File: src/rtl/intc_pkg.sv
// Shared definitions for the interrupt controller: register offsets, FSM states, CTRL bit positions.
// Build option: define INTC_ROUND_ROBIN_EN for rotating priority; default is fixed priority (source 0 highest).
package intc_pkg;

    localparam logic [1:0] OFF_IE      = 2'd0;
    localparam logic [1:0] OFF_CTRL    = 2'd1;
    localparam logic [1:0] OFF_PENDING = 2'd2;
    localparam logic [1:0] OFF_VECTOR  = 2'd3;

    localparam int GIE_BIT = 0;

    typedef enum logic [1:0] {
        IDLE = 2'd0,
        REQ  = 2'd1,
        CLR  = 2'd2
    } intc_state_t;

endpackage

File: src/rtl/intc_priority_encoder.sv
// Combinational 8->3 priority encoder; search starts at 'start' and wraps, first set bit wins.
// Zero latency; no flow control (pure combinational).
module intc_priority_encoder (
    input  logic [7:0] req,
    input  logic [2:0] start,
    output logic [2:0] idx,
    output logic       valid
);

    logic       found;
    logic [2:0] pos;

    always_comb begin
        valid = |req;
        idx   = 3'd0;
        found = 1'b0;
        pos   = 3'd0;
        for (int k = 0; k < 8; k++) begin
            pos = start + 3'(k);
            if (!found && req[pos]) begin
                idx   = pos;
                found = 1'b1;
            end
        end
    end

endmodule

File: src/rtl/interrupt_controller.sv
// Memory-mapped interrupt controller: enables, priority select, irq/vector to CPU, one-cycle clear pulse on ack.
// Source-to-irq 1 cycle, ack-to-clear 1 cycle; no backpressure. Define INTC_ROUND_ROBIN_EN for rotating priority.
module interrupt_controller #(
    parameter logic [7:0] INTC_ADDRESS = 8'h10
) (
    input  logic       clk,
    input  logic       rst,
    input  logic [7:0] din,
    input  logic [7:0] address,
    input  logic       w_en,
    input  logic       r_en,
    output logic [7:0] dout,
    input  logic [7:0] irq_src,
    output logic [7:0] irq_clr,
    output logic       irq,
    output logic [2:0] irq_vector,
    input  logic       irq_ack
);

    import intc_pkg::*;

    logic [7:0]  ie;
    logic        gie;
    intc_state_t state;
    logic [7:0]  pending;
    logic [7:0]  offset;
    logic        in_window;
    logic [2:0]  winner;
    logic        winner_vld;
    logic [2:0]  search_start;

    assign pending   = irq_src & ie;
    assign offset    = address - INTC_ADDRESS;
    assign in_window = (offset < 8'd4);

`ifdef INTC_ROUND_ROBIN_EN
    logic [2:0] rr_ptr;
    assign search_start = rr_ptr;
`else
    assign search_start = 3'd0;
`endif

    intc_priority_encoder u_prio (
        .req   (pending),
        .start (search_start),
        .idx   (winner),
        .valid (winner_vld)
    );

    // Register file and read port; reads use pre-edge state, same as the FSM.
    always_ff @(posedge clk) begin
        if (rst) begin
            ie   <= 8'h00;
            gie  <= 1'b0;
            dout <= 8'h00;
        end else begin
            if (w_en && in_window) begin
                case (offset[1:0])
                    OFF_IE:   ie  <= din;
                    OFF_CTRL: gie <= din[GIE_BIT];
                    default: ;
                endcase
            end
            if (r_en) begin
                if (in_window) begin
                    case (offset[1:0])
                        OFF_IE:      dout <= ie;
                        OFF_CTRL:    dout <= {7'b0, gie};
                        OFF_PENDING: dout <= pending;
                        default:     dout <= {(state != IDLE), 4'b0, irq_vector};
                    endcase
                end else begin
                    dout <= 8'h00;
                end
            end
        end
    end

    always_ff @(posedge clk) begin
        if (rst) begin
            state      <= IDLE;
            irq        <= 1'b0;
            irq_vector <= 3'd0;
            irq_clr    <= 8'h00;
`ifdef INTC_ROUND_ROBIN_EN
            rr_ptr     <= 3'd0;
`endif
        end else begin
            case (state)
                IDLE: begin
                    irq_clr <= 8'h00;
                    if (gie && winner_vld) begin
                        state      <= REQ;
                        irq        <= 1'b1;
                        irq_vector <= winner;
                    end
                end
                REQ: begin
                    // Ack wins over a simultaneous withdraw so the serviced source is always cleared.
                    if (irq_ack) begin
                        state   <= CLR;
                        irq     <= 1'b0;
                        irq_clr <= 8'(1) << irq_vector;
                    end else if (!gie || !pending[irq_vector]) begin
                        state <= IDLE;
                        irq   <= 1'b0;
                    end
                end
                CLR: begin
                    state   <= IDLE;
                    irq_clr <= 8'h00;
`ifdef INTC_ROUND_ROBIN_EN
                    rr_ptr  <= irq_vector + 3'd1;
`endif
                end
                default: begin
                    state   <= IDLE;
                    irq     <= 1'b0;
                    irq_clr <= 8'h00;
                end
            endcase
        end
    end

endmodule
File: config.mk
export PLATFORM = sky130hd
export DESIGN_NAME = interrupt_controller
export DESIGN_NICKNAME = d
export VERILOG_FILES = /design/src/rtl/intc_pkg.sv /design/src/rtl/intc_priority_encoder.sv /design/src/rtl/interrupt_controller.sv
export SDC_FILE = /design/constraint.sdc
export NUM_CORES = 1
export LEC_CHECK = 0
export CELL_PAD_IN_SITES_DETAIL_PLACEMENT = 0
export CELL_PAD_IN_SITES_GLOBAL_PLACEMENT = 1
export CORE_UTILIZATION = 30
export CTS_CLUSTER_SIZE = 40
export DETAILED_ROUTE_END_ITERATION = 8
export HOLD_SLACK_MARGIN = 0.15
export PLACE_DENSITY_LB_ADDON = 0.1
export SLEW_MARGIN = 20
export SYNTH_ARGS = -nofsm -noshare
export SYNTH_HDL_FRONTEND = slang
export SYNTH_SLANG_ARGS = --single-unit
File: constraint.sdc
create_clock -name clk -period 2 [get_ports clk]
set_input_delay 0.4 -clock clk [delete_from_list [all_inputs] [get_ports clk]]
set_output_delay 0.4 -clock clk [all_outputs]
set_load 0.01 [all_outputs]
### Word-level counts from Yosys, hierarchy flattened

Cells that the tools add are included.

* add/sub/neg operators: 1
* $mul: 0
* divide/modulo/power cells: 0
* $lt $le $gt $ge: 2
* eq/ne operators: 6
* shift operators: 1
* multiplexer cells: 26
* bitwise operators: 3
* reductions and logical operators: 29

Operator list (number)
* 8-bit one-hot mux with 3 select lines: 1
* 1-bit 2-to-1 mux: 12
* 3-bit 2-to-1 mux: 4
* 2-bit 2-to-1 mux: 5
* 1-bit logical AND: 9
* 1-bit zero test: 9
* 8-bit AND: 1
* 8-bit by 3-bit < comparator with 1-bit output (second input constant): 1
* 8-bit 2-to-1 mux: 1
* 2-bit AND reduction: 4
* 8-bit OR reduction: 1
* 1-bit by 3-bit left shift with 8-bit output (first input constant): 1
* 8-bit by 5-bit subtractor with 8-bit output (second input constant): 1
* 2-bit by 1-bit equality test with 1-bit output (second input constant): 2
* 2-bit equality test (second input constant): 2
* 2-bit zero test: 2
* 3-bit by 4-bit < comparator with 1-bit output (second input constant): 1
* 2-bit one-hot mux with 2 select lines: 1
* 1-bit binary-select mux with 3-bit select: 1
* 3-bit != test (second input constant): 1
* 1-bit one-hot mux with 3 select lines: 1
* 3-bit AND reduction: 1
* 2-bit != test (second input constant): 1
* 1-bit NOT: 2
* other kinds (3): 3

* register bits: 31
* bits in latches: 0
* memory bits (writable): 0
* memory bits (read-only): 0
* input port bits: 29
* output and inout port bits: 20
* logic and storage cells: 75
* memories: 0

### Logic depth before layout (Yosys ltp)

* word-level depth: 23
* depth in mapped cells: 5
* mapped depth without buffers: 4

### Modules after synthesis

Synthesis repeated with hierarchy kept, for this count alone.

* cells, all modules: 282
* area, all modules: 2566.2 µm²

Modules (own cells, without submodules)
* interrupt_controller: instances 1, cells an instance 166, area an instance 1452.6 µm², sequential area each 620.6 µm²
* intc_priority_encoder: instances 1, cells an instance 116, area an instance 1113.6 µm², sequential area each 0.0 µm²

### Least setup slack after synthesis

No wires, ideal clock.

* path kind: input to register
* from: input address[5]
* to: register ie[0]
* library setup time: 117 ps
* arrival time: 1762 ps
* data required time: 1883 ps
* path slack: 121 ps
* cell stages on the path: 4
* buffers on the path: 0
* cell sequence: or4b_4 nor4_4 mux2i_1 nor2_1

* longest elaborated chain between the ends: 4

RTL lines
* start: declaration: RTL line interrupt_controller.sv:9 `input logic [7:0] address,`
* 8-bit by 5-bit subtractor with 8-bit output: RTL line interrupt_controller.sv:33 `assign offset = address - INTC_ADDRESS;`
* 8-bit by 3-bit < comparator with 1-bit output: RTL line interrupt_controller.sv:34 `assign in_window = (offset < 8'd4);`
* 1-bit logical AND: RTL line interrupt_controller.sv:57 `if (w_en && in_window) begin`
* 2-bit AND reduction (no line)
* end signal: assignment: RTL line interrupt_controller.sv:59 `OFF_IE: ie <= din;`
* end: declaration: RTL line interrupt_controller.sv:22 `logic [7:0] ie;`

Every way passes these cells.
A chain may end at the register's enable or synchronous reset.

### Worst setup path after layout

* from: input address[6]
* to: register ie[3]

Same word-level chain as after synthesis.

==> results.toml <==
[logic_synthesis]
yosysWarnings = 0
yosysUniqueCellTypes = 39
synthesized_instance_count = 168
synth_top_flop_cell = "sky130_fd_sc_hd__dfxtp_1"
number_of_synthesized_flops_with_an_enable_pin = 0
post_synth.cell_area_avg_um2 = 8.91
synthesis.nets = 197
synth_seq_cells = 31
netlist_area_mm2 = 0.00150
ys_async_sr_fraction = 0
ys_seq_area_frac = 0.415

[timing]
slew_headroom = 0.687
rsz0062_at_grt = "false"
finalMaxSlewViolations = 0
setup-tns-final_ps = 0
worst-slew-pin-transition_ps = 468
maxClockFrequency_mhz = 514
finalHoldViolCount = 0
final.min_clock_period_ps = 1950
finalSetupViolCount = 0
final.period_utilization = 0.973
worst_clock_skew_ps = 3.51

[layout]
multi_input_area_um2 = 840
num_antenna_cells = 0
fill_cells = 482
layout-drive-gt1-share = 0.174
fin_nets = 270
stdcell_area_mm2 = 0.00233
ff_latch_area_um2 = 621
layout.cells.non_filler = 309
finish.utilization = 0.489
synthToLayoutAreaGrowth_pct = 55.5

[critical_path]
cp_slowest_stage_delay_ps = 560
worst_ep_arrival_time_ps = 2110
worst-endpoint-required_ps = 2160
critical_path.reg2reg.startpoint = "ie[1]"
critical_path.reg2reg.endpoint = "irq"
slowest_stage = "sky130_fd_sc_hd__or4b_4"
cells_on_worst_reg2reg_path = 4
critical_path.startpoint_type = "input port"
r2r_slack_ps = 470
critical_path_class = "in -> reg"
worstSetupEndpointType = "register"
cp_max_fo = 4
cp_cell_sequence = "clkdlybuf4s50_1 -> or4b_4 -> nor4_4 -> buf_4 -> mux2i_2 -> nor2_1"

[global_route]
grt_start_max_net_pins = 24
first_global_vias = 1513
grt_use_total = 0.184
globalRoute.totalOverflow = 0
grt_antenna_before_repair = 0
grt_first_pass_wirelength_mm = 7.38

[power_and_ir_drop]
finalPower_w = 0.00128
p_int_w = 0.00101
ir_drop_mv = 0.405
power_frac_clock = 0.418
power_switching_w = 0.000273
switching_share_of_power = 0.213
power.leakage_nw = 0.813
pwr-share-seq = 0.482
combPwrFrac = 0.100
power_dens_cells_mw_per_mm2 = 551

[min_path]
min-delay-path-class = "reg -> reg"
min_delay_path_depth = 2
min-delay-start = "irq_clr[7]"
worstHoldEndpoint = "irq_clr[7]"

[placed_design]
post-place-cells = 301
place_congestion = 0.862
port_buffers = 48
cell_area_placed_mm2 = 0.00222
detailedPlacementHpwl_mm = 3.49

[flow_run]
max_cap_violations = 0

[clocking]
cts_repair_resize_count = 0
cts_made_buffers = 5
clock_tree.root_cell = "sky130_fd_sc_hd__clkbuf_8"
clkSlewWorstSetupHoldPaths_ps = 60
cts.htree.levels = 2
cts_tree = "built"
cts_buffer_depth = 2
postCtsSetupRepairBufs = 0
cts.hold.buffers_added = 0
worst_skew_pair.late_latency_ps = 280
clock_sink_count = 31

[floorplanning]
die_height_um = 72.6
num_rows = 25
start_util = 0.315
num_io_pins = 49
die_width_um = 72.6
die_area_mm2 = 0.00527
placeableCoreArea_mm2 = 0.00475

[run_status]
outcome = "finished clean"

[drt]
vias_per_cell = 5.03
initialDrtViolationCount = 120
finalWirelength_mm = 4.51
final_antenna_net_count = 0
firstDrtPassIters = 5
routed-via-count = 1555
post-route-drc-count = 0
wl_per_cell_um = 14.6
==> layer usage <==
| metal | GRT usage | part of all wire |
|---|---|---|
| met1 | 0.238 | 0.46 |
| met2 | 0.296 | 0.47 |
| met3 | 0.0525 | 0.060 |
| met4 | 0.0610 | 0.011 |
| met5 | 0 | 0 |
==> Yosys cell counts, types with 3 or more instances <==
cell / n / area (um2)
sky130_fd_sc_hd__nand2_1: 15 / 56.3
sky130_fd_sc_hd__a22oi_1: 7 / 52.6
sky130_fd_sc_hd__nor2_1: 19 / 71.3
sky130_fd_sc_hd__clkbuf_1: 5 / 18.8
sky130_fd_sc_hd__dfxtp_1: 31 / 621
sky130_fd_sc_hd__mux2i_1: 11 / 110
sky130_fd_sc_hd__nand3_1: 7 / 35.0
sky130_fd_sc_hd__a21oi_1: 15 / 75.1
sky130_fd_sc_hd__o2111ai_1: 4 / 35.0
sky130_fd_sc_hd__inv_1: 3 / 11.3
sky130_fd_sc_hd__nand2b_1: 14 / 87.6
==> state kept, by name, indices dropped and copies added (netlist names) <==
signal,cells
ie,8
irq_clr,8
gie,1
dout,8
state,2
irq,1
irq_vector,3
==> cells in the final DEF, fill, tap and decap left out, types with 2 or more instances in the layout <==
master and count:
sky130_fd_sc_hd__mux2i_1 10, sky130_fd_sc_hd__o2111ai_1 4, sky130_fd_sc_hd__nand3_1 7, sky130_fd_sc_hd__nor2_1 19, sky130_fd_sc_hd__clkdlybuf4s50_1 48, sky130_fd_sc_hd__nor2b_1 2
sky130_fd_sc_hd__a221oi_1 2, sky130_fd_sc_hd__clkbuf_8 7, sky130_fd_sc_hd__a211oi_1 2, sky130_fd_sc_hd__nand4_1 2, sky130_fd_sc_hd__mux4_2 2, sky130_fd_sc_hd__dfxtp_1 31
sky130_fd_sc_hd__a22oi_1 7, sky130_fd_sc_hd__a31o_2 2, sky130_fd_sc_hd__nand2_1 15, sky130_fd_sc_hd__and2_1 2, sky130_fd_sc_hd__a21oi_1 15, sky130_fd_sc_hd__o211ai_1 2
sky130_fd_sc_hd__inv_1 3, sky130_fd_sc_hd__and3_1 2, sky130_fd_sc_hd__buf_4 25, sky130_fd_sc_hd__nand2b_1 14
==> layout make-up <==
type	count	area share
clock buffers	8	0.0430
inverters	4	0.00645
multi-input cells	126	0.361
flip-flops and latches	31	0.267
well taps	67	0.0360
repair buffers	73	0.287
==> cell families (layout without fill, tap and decap cells) <==
| group | after synthesis | count (layout) | synth area share |
|---|---|---|---|
| and+or+nand+nor | 72 | 72 | 0.259 |
| DFF | 31 | 31 | 0.415 |
| muxes | 13 | 13 | 0.104 |
| AOI/OAI and AO/OA | 41 | 41 | 0.191 |
| buffers and inverters | 11 | 85 | 0.0309 |
==> power groups by stage <==
stage	Clock, W	Combinational, W	Sequential [W]
after floorplan	0	0.0000306	0.000632
after global placement	0	0.000123	0.000632
after global routing	0.000576	0.000136	0.000617
after detailed placement	0	0.000126	0.000632
final	0.000535	0.000128	0.000618
after CTS	0.000545	0.000126	0.000618
==> worst max-delay path, delay by kind of cell <==
| kind | cells | cell delay, ps |
|---|---|---|
| multiplexers | 1 | 210 |
| buffers and inverters | 2 | 630 |
| AND/OR/NAND/NOR | 3 | 870 |
==> how the worst max path moves through the flow <==
stage | from | slack, ps | end
6_report | address[6] | 50 | ie[3]
5_1_grt | address[5] | 3 | dout[6]
4_1_cts | address[5] | 3 | gie
3_5_place_dp | address[6] | -280 | gie
3_3_place_gp | address[5] | -240 | gie
2_1_floorplan | address[5] | 120 | ie[0]
==> metrics by stage <==
step	hold WS, ps	setup slack, ps
5_1_grt	484	2.62
6_report	464	54.0
4_1_cts	463	3.36
3_3_place_gp	447	-242
3_5_place_dp	453	-284
2_1_floorplan	467	121
Note: power is estimated with default switching activity, not from simulation.
